===== src/rtl/mem_arbiter.sv =====
// rtl/mem_arbiter.sv - two-port round-robin arbiter and sequencer for the CPU memory port
//
// Purpose:
//   Grants one of two requesters (port 0 = instruction fetch, port 1 = load/store)
//   one transaction at a time, checks alignment against the access width, drives
//   the memory handshake with an ack timeout and returns a one-cycle completion
//   pulse with read data and an error flag.
//
// Ports:
//   clk, rst                      clock, synchronous active-high reset
//   pN_req/addr/data/we/
//     access_width                request and its fields (N = 0, 1)
//   pN_gnt                        one-cycle pulse: request captured
//   pN_done/rdata/err             one-cycle completion pulse with read data and error
//   mem_valid/addr/data/we/
//     access_width                latched request towards the memory controller
//   mem_ack, mem_rdata            memory completion and read data
module mem_arbiter #(
  parameter int unsigned TIMEOUT = 15
) (
  input  logic        clk,
  input  logic        rst,
  input  logic        p0_req,
  input  logic [31:0] p0_addr,
  input  logic [31:0] p0_data,
  input  logic        p0_we,
  input  logic [1:0]  p0_access_width,
  output logic        p0_gnt,
  output logic        p0_done,
  output logic [31:0] p0_rdata,
  output logic        p0_err,
  input  logic        p1_req,
  input  logic [31:0] p1_addr,
  input  logic [31:0] p1_data,
  input  logic        p1_we,
  input  logic [1:0]  p1_access_width,
  output logic        p1_gnt,
  output logic        p1_done,
  output logic [31:0] p1_rdata,
  output logic        p1_err,
  output logic        mem_valid,
  output logic [31:0] mem_addr,
  output logic [31:0] mem_data,
  output logic        mem_we,
  output logic [1:0]  mem_access_width,
  input  logic        mem_ack,
  input  logic [31:0] mem_rdata
);

  // REJECT is the cycle an illegal request spends in place of BUSY, so that a
  // rejected request completes with the same latency as a one-cycle memory access
  // while mem_valid stays low.
  typedef enum logic [1:0] {IDLE, BUSY, REJECT, RESP} state_t;

  localparam logic [7:0] CNT_LAST = 8'(TIMEOUT - 1);

  state_t      state_q, state_d;
  logic        last_gnt_q, last_gnt_d;
  logic        sel_q, sel_d;
  logic [7:0]  cnt_q, cnt_d;
  logic [1:0]  gnt_q, gnt_d;
  logic [1:0]  done_q, done_d;
  logic [1:0]  err_q, err_d;
  logic [31:0] rdata_q [2];
  logic [31:0] rdata_d [2];
  logic        valid_q, valid_d;
  logic [31:0] addr_q, addr_d;
  logic [31:0] wdata_q, wdata_d;
  logic        we_q, we_d;
  logic [1:0]  width_q, width_d;

  logic        win;
  logic [31:0] win_addr;
  logic [31:0] win_data;
  logic        win_we;
  logic [1:0]  win_width;

  function automatic logic aligned(input logic [1:0] width, input logic [1:0] lsb);
    case (width)
      2'b00:   aligned = 1'b1;
      2'b01:   aligned = ~lsb[0];
      2'b10:   aligned = (lsb == 2'b00);
      default: aligned = 1'b0;
    endcase
  endfunction

  // Keeps only the bytes covered by the access width, zero-filling the rest.
  function automatic logic [31:0] fit(input logic [1:0] width, input logic [31:0] value);
    case (width)
      2'b00:   fit = {24'b0, value[7:0]};
      2'b01:   fit = {16'b0, value[15:0]};
      default: fit = value;
    endcase
  endfunction

  // On a tie the port that was not served last wins.
  assign win       = (p0_req & p1_req) ? ~last_gnt_q : p1_req;
  assign win_addr  = win ? p1_addr : p0_addr;
  assign win_data  = win ? p1_data : p0_data;
  assign win_we    = win ? p1_we : p0_we;
  assign win_width = win ? p1_access_width : p0_access_width;

  always_comb begin
    state_d    = state_q;
    last_gnt_d = last_gnt_q;
    sel_d      = sel_q;
    cnt_d      = cnt_q;
    gnt_d      = 2'b00;
    done_d     = 2'b00;
    err_d      = 2'b00;
    rdata_d[0] = '0;
    rdata_d[1] = '0;
    valid_d    = 1'b0;
    addr_d     = addr_q;
    wdata_d    = wdata_q;
    we_d       = we_q;
    width_d    = width_q;

    unique case (state_q)
      IDLE: begin
        if (p0_req | p1_req) begin
          sel_d        = win;
          gnt_d[win]   = 1'b1;
          addr_d       = win_addr;
          wdata_d      = fit(win_width, win_data);
          we_d         = win_we;
          width_d      = win_width;
          if (aligned(win_width, win_addr[1:0])) begin
            state_d = BUSY;
            valid_d = 1'b1;
          end else begin
            state_d = REJECT;
          end
        end
      end
      BUSY: begin
        cnt_d = cnt_q + 8'd1;
        if (mem_ack) begin
          state_d        = RESP;
          done_d[sel_q]  = 1'b1;
          rdata_d[sel_q] = we_q ? 32'b0 : fit(width_q, mem_rdata);
        end else if (cnt_q == CNT_LAST) begin
          state_d       = RESP;
          done_d[sel_q] = 1'b1;
          err_d[sel_q]  = 1'b1;
        end else begin
          valid_d = 1'b1;
        end
      end
      REJECT: begin
        state_d       = RESP;
        done_d[sel_q] = 1'b1;
        err_d[sel_q]  = 1'b1;
      end
      RESP: begin
        last_gnt_d = sel_q;
        cnt_d      = '0;
        state_d    = IDLE;
      end
      default: state_d = IDLE;
    endcase
  end

  always_ff @(posedge clk) begin
    if (rst) begin
      state_q    <= IDLE;
      last_gnt_q <= 1'b1;
      sel_q      <= 1'b0;
      cnt_q      <= '0;
      gnt_q      <= 2'b00;
      done_q     <= 2'b00;
      err_q      <= 2'b00;
      rdata_q[0] <= '0;
      rdata_q[1] <= '0;
      valid_q    <= 1'b0;
      addr_q     <= '0;
      wdata_q    <= '0;
      we_q       <= 1'b0;
      width_q    <= 2'b00;
    end else begin
      state_q    <= state_d;
      last_gnt_q <= last_gnt_d;
      sel_q      <= sel_d;
      cnt_q      <= cnt_d;
      gnt_q      <= gnt_d;
      done_q     <= done_d;
      err_q      <= err_d;
      rdata_q[0] <= rdata_d[0];
      rdata_q[1] <= rdata_d[1];
      valid_q    <= valid_d;
      addr_q     <= addr_d;
      wdata_q    <= wdata_d;
      we_q       <= we_d;
      width_q    <= width_d;
    end
  end

  assign p0_gnt           = gnt_q[0];
  assign p1_gnt           = gnt_q[1];
  assign p0_done          = done_q[0];
  assign p1_done          = done_q[1];
  assign p0_err           = err_q[0];
  assign p1_err           = err_q[1];
  assign p0_rdata         = rdata_q[0];
  assign p1_rdata         = rdata_q[1];
  assign mem_valid        = valid_q;
  assign mem_addr         = addr_q;
  assign mem_data         = wdata_q;
  assign mem_we           = we_q;
  assign mem_access_width = width_q;

endmodule


===== config.mk =====
export PLATFORM = sky130hd
export DESIGN_NAME = mem_arbiter
export DESIGN_NICKNAME = d
export VERILOG_FILES = /design/src/rtl/mem_arbiter.sv
export SDC_FILE = /design/constraint.sdc
export NUM_CORES = 1
export LEC_CHECK = 0
export CAP_MARGIN = 20
export CORE_AREA = 2 2 119 121
export DETAILED_ROUTE_END_ITERATION = 6
export DIE_AREA = 0 0 121 123
export MAX_ROUTING_LAYER = met4
export PLACE_DENSITY_LB_ADDON = 0.15
export SLEW_MARGIN = 20
export SYNTH_ARGS = -nofsm -noshare
export SYNTH_HDL_FRONTEND = slang
export SYNTH_SLANG_ARGS = --single-unit

===== constraint.sdc =====
create_clock -name clk -period 2.35 [get_ports clk]
set_input_delay 0.235 -clock clk [delete_from_list [all_inputs] [get_ports clk]]
set_output_delay 0.235 -clock clk [all_outputs]
set_load 0.01 [all_outputs]

# Word level (Yosys, flattened, before mapping)
# Memories as Yosys holds them, arrays and structs flattened.
# Cells that the tools add are included.
# Widths: inputs -> output; s select.
[totals]
register_bits = 86
mem_bits_rw = 64
in_bits = 171
mem_count = 1
[mem_list]
columns = ["memory", "depth", "width", "rd", "rd_ports_with_merged_regs", "write_ports", "line", "rtl"]
rows = [
  ["rdata_q", 2, 32, 2, 0, 2, "64", "logic [31:0] rdata_q [2];"],
]
[classes]
n_addsub = 1
n_lt_le_gt_ge = 6
eq_ne = 9
muxes = 42
n_bitwise = 10
n_reduce_logical = 11
[op_table]
columns = ["cell", "count"]
rows = [
  ["$mux 32", 8],
  ["$mux 64", 2],
  ["$pmux 32 s2", 2],
  ["$and 64x64->64", 1],
  ["$demux 32 s1", 1],
  ["$mux 2", 8],
  ["$pmux 8 s2", 1],
  ["$mux 1", 13],
  ["$add 8x1->8 const B", 1],
  ["$eq 8x4->1 const B", 1],
  ["$logic_not 2->1", 4],
  ["$pmux 2 s2", 2],
  ["$pmux 2 s4", 1],
  ["$eq 2x1->1 const B", 3],
  ["$eq 2x2->1 const B", 3],
  ["$lt 1x2->1 const B", 2],
  ["$not 1->1", 4],
  ["$reduce_and 2->1", 2],
  ["$logic_and 1x1->1", 3],
  ["$ne 3x3->1 const B", 1],
  ["$or 1x1->1", 3],
  ["$pmux 1 s3", 1],
  ["$reduce_or 3->1", 1],
  ["$demux 1 s1", 2],
  ["other kinds (8)", 9],
]

# Depth between registers and ports, before layout
# Gate-level depths: netlist of the first run.
[logic_depth]
depth_word = 10
depth_mapped = 8
depth_no_buf = 6

# Least setup slack after synthesis of the first run
# Ideal clock, no wire load.
[synth_timing]
path_kind = "register -> register"
start = "register cnt_q[0]"
end = "register state_q[1]"
arrival_time_ns = 1.478
slack_ns = 0.777
stages_incl_launch_ff = 7
synth_period_minus_slack_ns = 1.573
path_cell_list = "dfxtp_1 > inv_1 > ha_1 > or4b_4 > o21ai_4 > nand2_2 > o41ai_2"
[synth_via]
elab_chain_cells = 3
[synth_lines]
columns = ["item", "line", "rtl"]
rows = [
  ["start, declared", "60", "logic [7:0] cnt_q, cnt_d;"],
  ["start signal, assigned", "184", "cnt_q <= cnt_d;"],
  ["$eq 8x4->1", "142", "end else if (cnt_q == CNT_LAST) begin"],
  ["$ne 3x3->1 (no source line)", "n/a", ""],
  ["$reduce_and 2->1 (no source line)", "n/a", ""],
  ["end signal, assigned", "181", "state_q <= state_d;"],
  ["end, declared", "57", "state_t state_q, state_d;"],
]
# No other way between the ends.
# A chain may end at the register's enable or synchronous reset.

# Worst setup path after layout of the first run
# Same ends and word-level chain as after synthesis.

==> flow_summary.json, run 1 <==
{
  "core_area_sq_um": 13610,
  "ios": 309,
  "fp.dieW_microns": 121,
  "grt_max_degree": 83,
  "place.gp.congestion": 0.8245,
  "grt_use_total_pct": 24.01,
  "clock_skew_ns": 0.006746,
  "final_cells": 1104,
  "grt_pass1_wl_microns": 26770,
  "fin_crit_sh_pct": 73.20,
  "worstPathMaxFanout": 4,
  "postCtsSetupBuffers": 0,
  "ys_warn_count": 0,
  "synth-xor-area-share_pct": 0.7938,
  "cts_buffers": 17,
  "crit_required_ns": 2.66,
  "clock_sinks": 150,
  "dieArea_sq_um": 14880,
  "period_needed_ns": 1.720,
  "htree_levels": 4,
  "antenna_cells": 0,
  "synthArstFlopShare_pct": 0,
  "firstDrtPassIters": 4,
  "p_per_area_nw_per_um2": 917.9,
  "cts-root-buf": "clkbuf_16",
  "dieHeight_microns": 123,
  "clkLatencyLatePin_ns": 0.41,
  "syn_nets": 790,
  "cpPeakStageDelay_ns": 0.49,
  "synth_fa_ha_area_share_pct": 1.588,
  "ant_nets": 0,
  "setup_viol": 0,
  "place_hpwl_microns": 13310,
  "maxSlewHeadroom_pct": 52.85,
  "drt_wl_total_microns": 17680,
  "synth_cell_types": 43,
  "post_drt_via_cell_ratio": 4.870,
  "dp_slack_ns": 0.4313,
  "syn_inst": 612,
  "slew_violations": 0,
  "first_iter_violations": 259,
  "cts_buffer_depth": 2,
  "slowest_stage": "or4b_4",
  "postSynthAreaPerCell_sq_um": 9.014,
  "routedWlPerCell_microns": 16.02,
  "drive_gt1_share_pct": 6.710,
  "grt_overflow": 0,
  "grt_setup_unrepaired": "no",
  "postCtsHoldBufs": 0,
  "critPathKind": "reg2reg",
  "place_inst": 1072,
  "fin_nets": 1089,
  "drv_cap": 0,
  "vdd_ir_drop_max_uv": 548.2,
  "clk_pin_slew_ns": 0.06,
  "endpoint_kind": "flip-flop",
  "arrival_ns": 2.03,
  "cp-start-kind": "flip-flop",
  "worstMarginPinSlew_ns": 0.7041,
  "status": "finished clean",
  "yosys-mux-area-fraction_pct": 4.559,
  "synth_compound_area_share_pct": 12.81,
  "worst_path_dominant_cell_family": "simple AND/OR/NAND/NOR gates",
  "worstHoldPathType": "in2reg",
  "synth-edff-count": 0,
  "path_buf_inv": 1,
  "grt_antenna_before_repair": 0,
  "portBuffers": 308,
  "placementRows": 43,
  "synth_seq_area_share_pct": 54.43,
  "start_util_pct": 40.53,
  "ys.flop_type": "dfxtp_1",
  "vias": 5377,
  "hold_violations": 0,
  "fin_ws_ns": 0.6299,
  "drc": 0,
  "syn2layout_area_growth_pct": 70.45,
  "yosys.area_share.simple_pct": 22.23,
  "cts_tree": "built",
  "syn_area_sq_um": 5517,
  "fmaxAchievable_mhz": 581.4,
  "fin_setup_tns_ns": 0,
  "synth_top_family_by_area": "simple AND/OR/NAND/NOR gates",
  "p_leak_nw": 3.654,
  "ctsResizeCount": 0,
  "path_cells": "inv_1, ha_1, or4b_4, o21ai_4, nand2_2, o41ai_2",
  "synth_seq_cells": 150,
  "grt_pass1_vias": 5239
}
-- registers in the layout, summed over array words and instances (netlist names), 2 cells and up --
| signal | count |
|---|---|
| state_q | 2 |
| mem_access_width | 2 |
| gnt_q | 2 |
| mem_data | 32 |
| mem_addr | 32 |
| err_q | 2 |
| done_q | 2 |
| rdata_q | 64 |
| cnt_q | 8 |
-- area by class of cell --
cell class / instances / area, sq um
Clock buffer: 19 / 442.9
Clock inverter: 13 / 193.9
Inverter: 3 / 11.26
Sequential cell: 150 / 3003
Multi-Input combinational cell: 418 / 2326
Tap cell: 180 / 225.2
Fill cell: 1066 / 4209
Timing Repair Buffer: 321 / 3201
-- Yosys cell counts, types with 2 or more instances --
library cell    n  area [sq um]
dfxtp_1       150          3003
nand2_1       133         499.2
nor2_1        107         401.6
a311oi_1       42         367.9
clkbuf_1       27         101.4
o21ai_0        26         130.1
mux2i_1        24         240.2
and2_1         16         100.1
nand2b_1        9         56.30
buf_2           8         40.04
ha_1            7         87.58
a21oi_1         6         30.03
buf_4           6         45.04
or3_1           4         25.02
xor2_1          4         35.03
inv_1           3         11.26
nand4_1         3         18.77
nor2b_1         3         18.77
o21a_1          3         22.52
and3_2          2         15.01
nand2_2         2         12.51
nand3_1         2         10.01
nand3b_1        2         15.01
nor3_1          2         10.01
o21bai_1        2         15.01
o221ai_1        2         17.52
-- cell families (layout without fill, tap and decap cells) --
family / after synthesis / after routing
and+or+nand+nor: 290 / 290
DFF: 150 / 150
AOI/OAI and AO/OA: 91 / 91
buffers and inverters: 44 / 356
muxes: 25 / 25
adders and majority gates: 7 / 7
xor gates and xnor gates: 5 / 5
-- placed cells by master (no fill, tap or decap), types with 3 or more instances in the layout --
master	instances
o21ai_0	26
ha_1	7
or3_1	4
nand2b_1	9
a311oi_1	42
inv_6	3
xor2_1	4
clkbuf_16	17
nor2_1	107
a21oi_1	6
mux2i_1	24
buf_4	11
nand2_1	133
nand4_1	3
inv_1	3
clkinv_4	4
dfxtp_1	150
bufinv_16	4
clkdlybuf4s50_1	307
and2_1	16
-- final timing paths --
check	end	from	cells past startpoint	slack, ns
worst max-delay path	state_q[1]	cnt_q[0]	6	0.63
worst min-delay path	gnt_q[1]	rst	2	0.03
worst max register to register	state_q[1]	cnt_q[0]	6	0.63
worst min register to register	mem_data[18]	mem_data[18]	2	0.45
-- per-layer routing --
metal	part of all wire (%)	global-route usage (%)	wire, microns
met1	40	26.72	7118
met2	50	41.12	8917
met3	7.5	6.688	1330
met4	1.8	9.084	317
met5	0	-	0
-- per-stage QoR --
stage	hold WS (ns)	total power, mW	instance area [sq um]	util (%)
floorplan	0.3567	4.475	5517	-
global placement	0.4359	5.725	8763	64.38
detailed placement	0.4413	5.799	8763	64.38
CTS	0.02102	8.700	9400	69.06
global route	0.05078	9.070	9403	69.08
finish	0.03392	8.631	9403	69.08
-- where the power goes --
group	switching, mW	internal [mW]	total, mW
clock network	1.06	1.82	2.88
logic	1.26	1.33	2.59
registers	0.225	2.93	3.15
total	2.55	6.08	8.63
No activity file was read; power rests on OpenSTA's default activity.
==> run 2, diff against run 1 <==
--- a/config.mk
+++ b/config.mk
@@ -6,9 +6,8 @@
 export NUM_CORES = 1
 export LEC_CHECK = 0
 export CAP_MARGIN = 20
-export CORE_AREA = 2 2 119 121
+export CORE_UTILIZATION = 38
 export DETAILED_ROUTE_END_ITERATION = 6
-export DIE_AREA = 0 0 121 123
 export MAX_ROUTING_LAYER = met4
 export PLACE_DENSITY_LB_ADDON = 0.15
 export SLEW_MARGIN = 20
==> constraint.sdc (replaced) <==
create_clock -name clk -period 1.7 [get_ports clk]
set_input_delay 0.17 -clock clk [delete_from_list [all_inputs] [get_ports clk]]
set_output_delay 0.17 -clock clk [all_outputs]
set_load 0.01 [all_outputs]
==> run 2 against run 1 <==
  * Sequential power rose by 38%
  * Maximum frequency up 7.5%
  * Routed wire length is 1.1% lower
  * Combinational power rose by 49%
  * Worst setup slack got worse by 0.53 ns
  * Final cell count rose by 1.8%
  * Clock power increased by 40%
  * Clock-buffer cell count stayed put
  * Critical endpoint is now state_q[0]
==> flow_summary.json, run 2 (synthesis results as in run 1) <==
{
  "critPathKind": "reg2reg",
  "whs_endpoint": "sel_q",
  "drt_wl_total_microns": 17490,
  "place.gp.congestion": 0.8096,
  "switchingPower_mw": 3.615,
  "cts-root-buf": "clkbuf_16",
  "fmaxAchievable_mhz": 624.9,
  "drc": 0,
  "clockPowerShare_pct": 32.8,
  "slew_violations": 0,
  "seq_power_share_pct": 35.5,
  "path_buf_inv": 1,
  "portBuffers": 308,
  "hold_violations": 0,
  "cts_buffers": 17,
  "drive_gt1_share_pct": 9.110,
  "fin_ws_ns": 0.09982,
  "clk_pin_slew_ns": 0.06,
  "slowest_stage": "or4b_4",
  "antenna_cells": 0,
  "cp-start-kind": "flip-flop",
  "holdPathStages": 2,
  "reg2regPathDepth": 6,
  "grt_max_degree": 41,
  "maxSlewHeadroom_pct": 71.27,
  "final_cell_mix": "clkdlybuf4s50_1 (307), dfxtp_1 (150), nand2_1 (133)",
  "met3_usage_pct": 8.225,
  "hold_start": "rst",
  "fin_setup_tns_ns": 0,
  "multi_input_area_sq_um": 2354,
  "reg2reg_slack_ns": 0.1,
  "grt_util_met1_pct": 26.86,
  "switching_share_pct": 29.55,
  "whs_ns": 0.1289,
  "ant_nets": 0,
  "drv_cap": 0,
  "layout_commonest_cell": "clkdlybuf4s50_1",
  "arrival_ns": 1.93,
  "worstMarginPinSlew_ns": 0.4299,
  "worstReg2RegStart": "cnt_q[0]",
  "cts_tree": "built",
  "status": "finished clean",
  "path_cells": "inv_1, ha_1, or4b_4, o21ai_4, nand2_2, a221oi_2",
  "grt_pass1_vias": 5523,
  "combinationalPowerShare_pct": 31.6,
  "p_per_area_nw_per_um2": 1274,
  "htree_levels": 4,
  "vdd_ir_drop_max_uv": 786.2,
  "grt_use_total_pct": 24.52,
  "top_register": "rdata_q",
  "worst_path_dominant_cell_family": "simple AND/OR/NAND/NOR gates",
  "rr_endpoint": "state_q[0]",
  "core_area_sq_um": 14040,
  "placementRows": 43,
  "grt_pass1_wl_microns": 27320,
  "firstDrtPassIters": 4,
  "placed_cell_area_sq_um": 8931,
  "gr-max-usage-layer": "met2",
  "place_inst": 1091,
  "p_int_mw": 8.618,
  "clock_skew_ns": 0.008202,
  "design_area_sq_um": 9604,
  "setup_viol": 0,
  "start_util_pct": 39.29,
  "seqCellArea_sq_um": 3003,
  "crit_required_ns": 2.03,
  "largest_register_ffs": 64,
  "grt_setup_unrepaired": "no",
  "place_hpwl_microns": 13220,
  "post_drt_via_cell_ratio": 4.900,
  "cts_buffer_depth": 2,
  "syn2layout_area_growth_pct": 74.10,
  "dieHeight_microns": 122.5,
  "grt_overflow": 0,
  "grt_antenna_before_repair": 0,
  "clkLatencyLatePin_ns": 0.42,
  "period_needed_ns": 1.600,
  "ios": 309,
  "endpoint_kind": "flip-flop",
  "fin_crit_sh_pct": 94.13,
  "final_cells": 1124,
  "fin_nets": 1109,
  "grt.met2_usage_pct": 39.92,
  "clock_sinks": 150,
  "routedWlPerCell_microns": 15.56,
  "vias": 5508,
  "fp.dieW_microns": 122.5,
  "worstPathMaxFanout": 4,
  "p_leak_nw": 3.761,
  "dieArea_sq_um": 15000,
  "first_iter_violations": 193,
  "postCtsHoldBufs": 0,
  "dp_slack_ns": -0.1332,
  "cpPeakStageDelay_ns": 0.48,
  "nFillCells": 1075,
  "worstHoldPathType": "in2reg"
}
==> run 2: layout make-up <==
class / instances / share of cell area, %
tap: 180 / 2.345
timing repair buffer: 341 / 35.15
multi-input combinational: 418 / 24.50
sequential: 150 / 31.27
inverter: 3 / 0.1172
clock inverter: 13 / 2.006
clock buffer: 19 / 4.612
==> run 2: power groups by stage <==
stage	registers (mW)	clock network [mW]	logic [mW]
5_1_grt	4.41	4.25	4.25
3_3_place_gp	4.39	0	3.75
4_1_cts	4.35	4.09	3.86
6_report	4.34	4.02	3.87
2_1_floorplan	4.61	0	1.58
3_5_place_dp	4.41	0	3.83
==> run 2: worst max-delay path by stage <==
stage,from,end,cells past startpoint
global route,cnt_q[0],done_q[0],7
global placement,p0_req,state_q[1],6
detailed placement,p0_req,state_q[1],6
finish,cnt_q[0],state_q[0],6
CTS,cnt_q[0],state_q[1],6
floorplan,cnt_q[0],state_q[1],6
==> run 2: metrics by stage <==
step	util [%]	total power [mW]
2_1_floorplan	-	6.187
3_3_place_gp	63.60	8.132
3_5_place_dp	63.60	8.231
4_1_cts	68.17	12.30
5_1_grt	68.40	12.92
6_report	68.40	12.23
==> run 2: per-layer routing <==
metal | vias up | share of wire, %
li1 | 2693 | -
met1 | 2528 | 40
met2 | 240 | 48
met3 | 47 | 8.6
met4 | 0 | 3.8
met5 | - | 0
==> run 2: timing repair <==
| action | CTS | global route |
|---|---|---|
| gates resized for setup | 1 | 7 |
| setup endpoints to repair | 1 | 30 |
| pin swaps | 0 | 5 |
| cloned | 0 | 0 |
| buffers inserted | 0 | 1 |
==> run 2: worst reg2reg max path, delay by kind of cell, from the launching register on <==
kind | cells | cell delay (ns)
and+or+nand+nor | 2 | 0.58
AOI/OAI and AO/OA | 2 | 0.43
DFF | 1 | 0.32
adders and majority gates | 1 | 0.14
buffers and inverters | 1 | 0.06
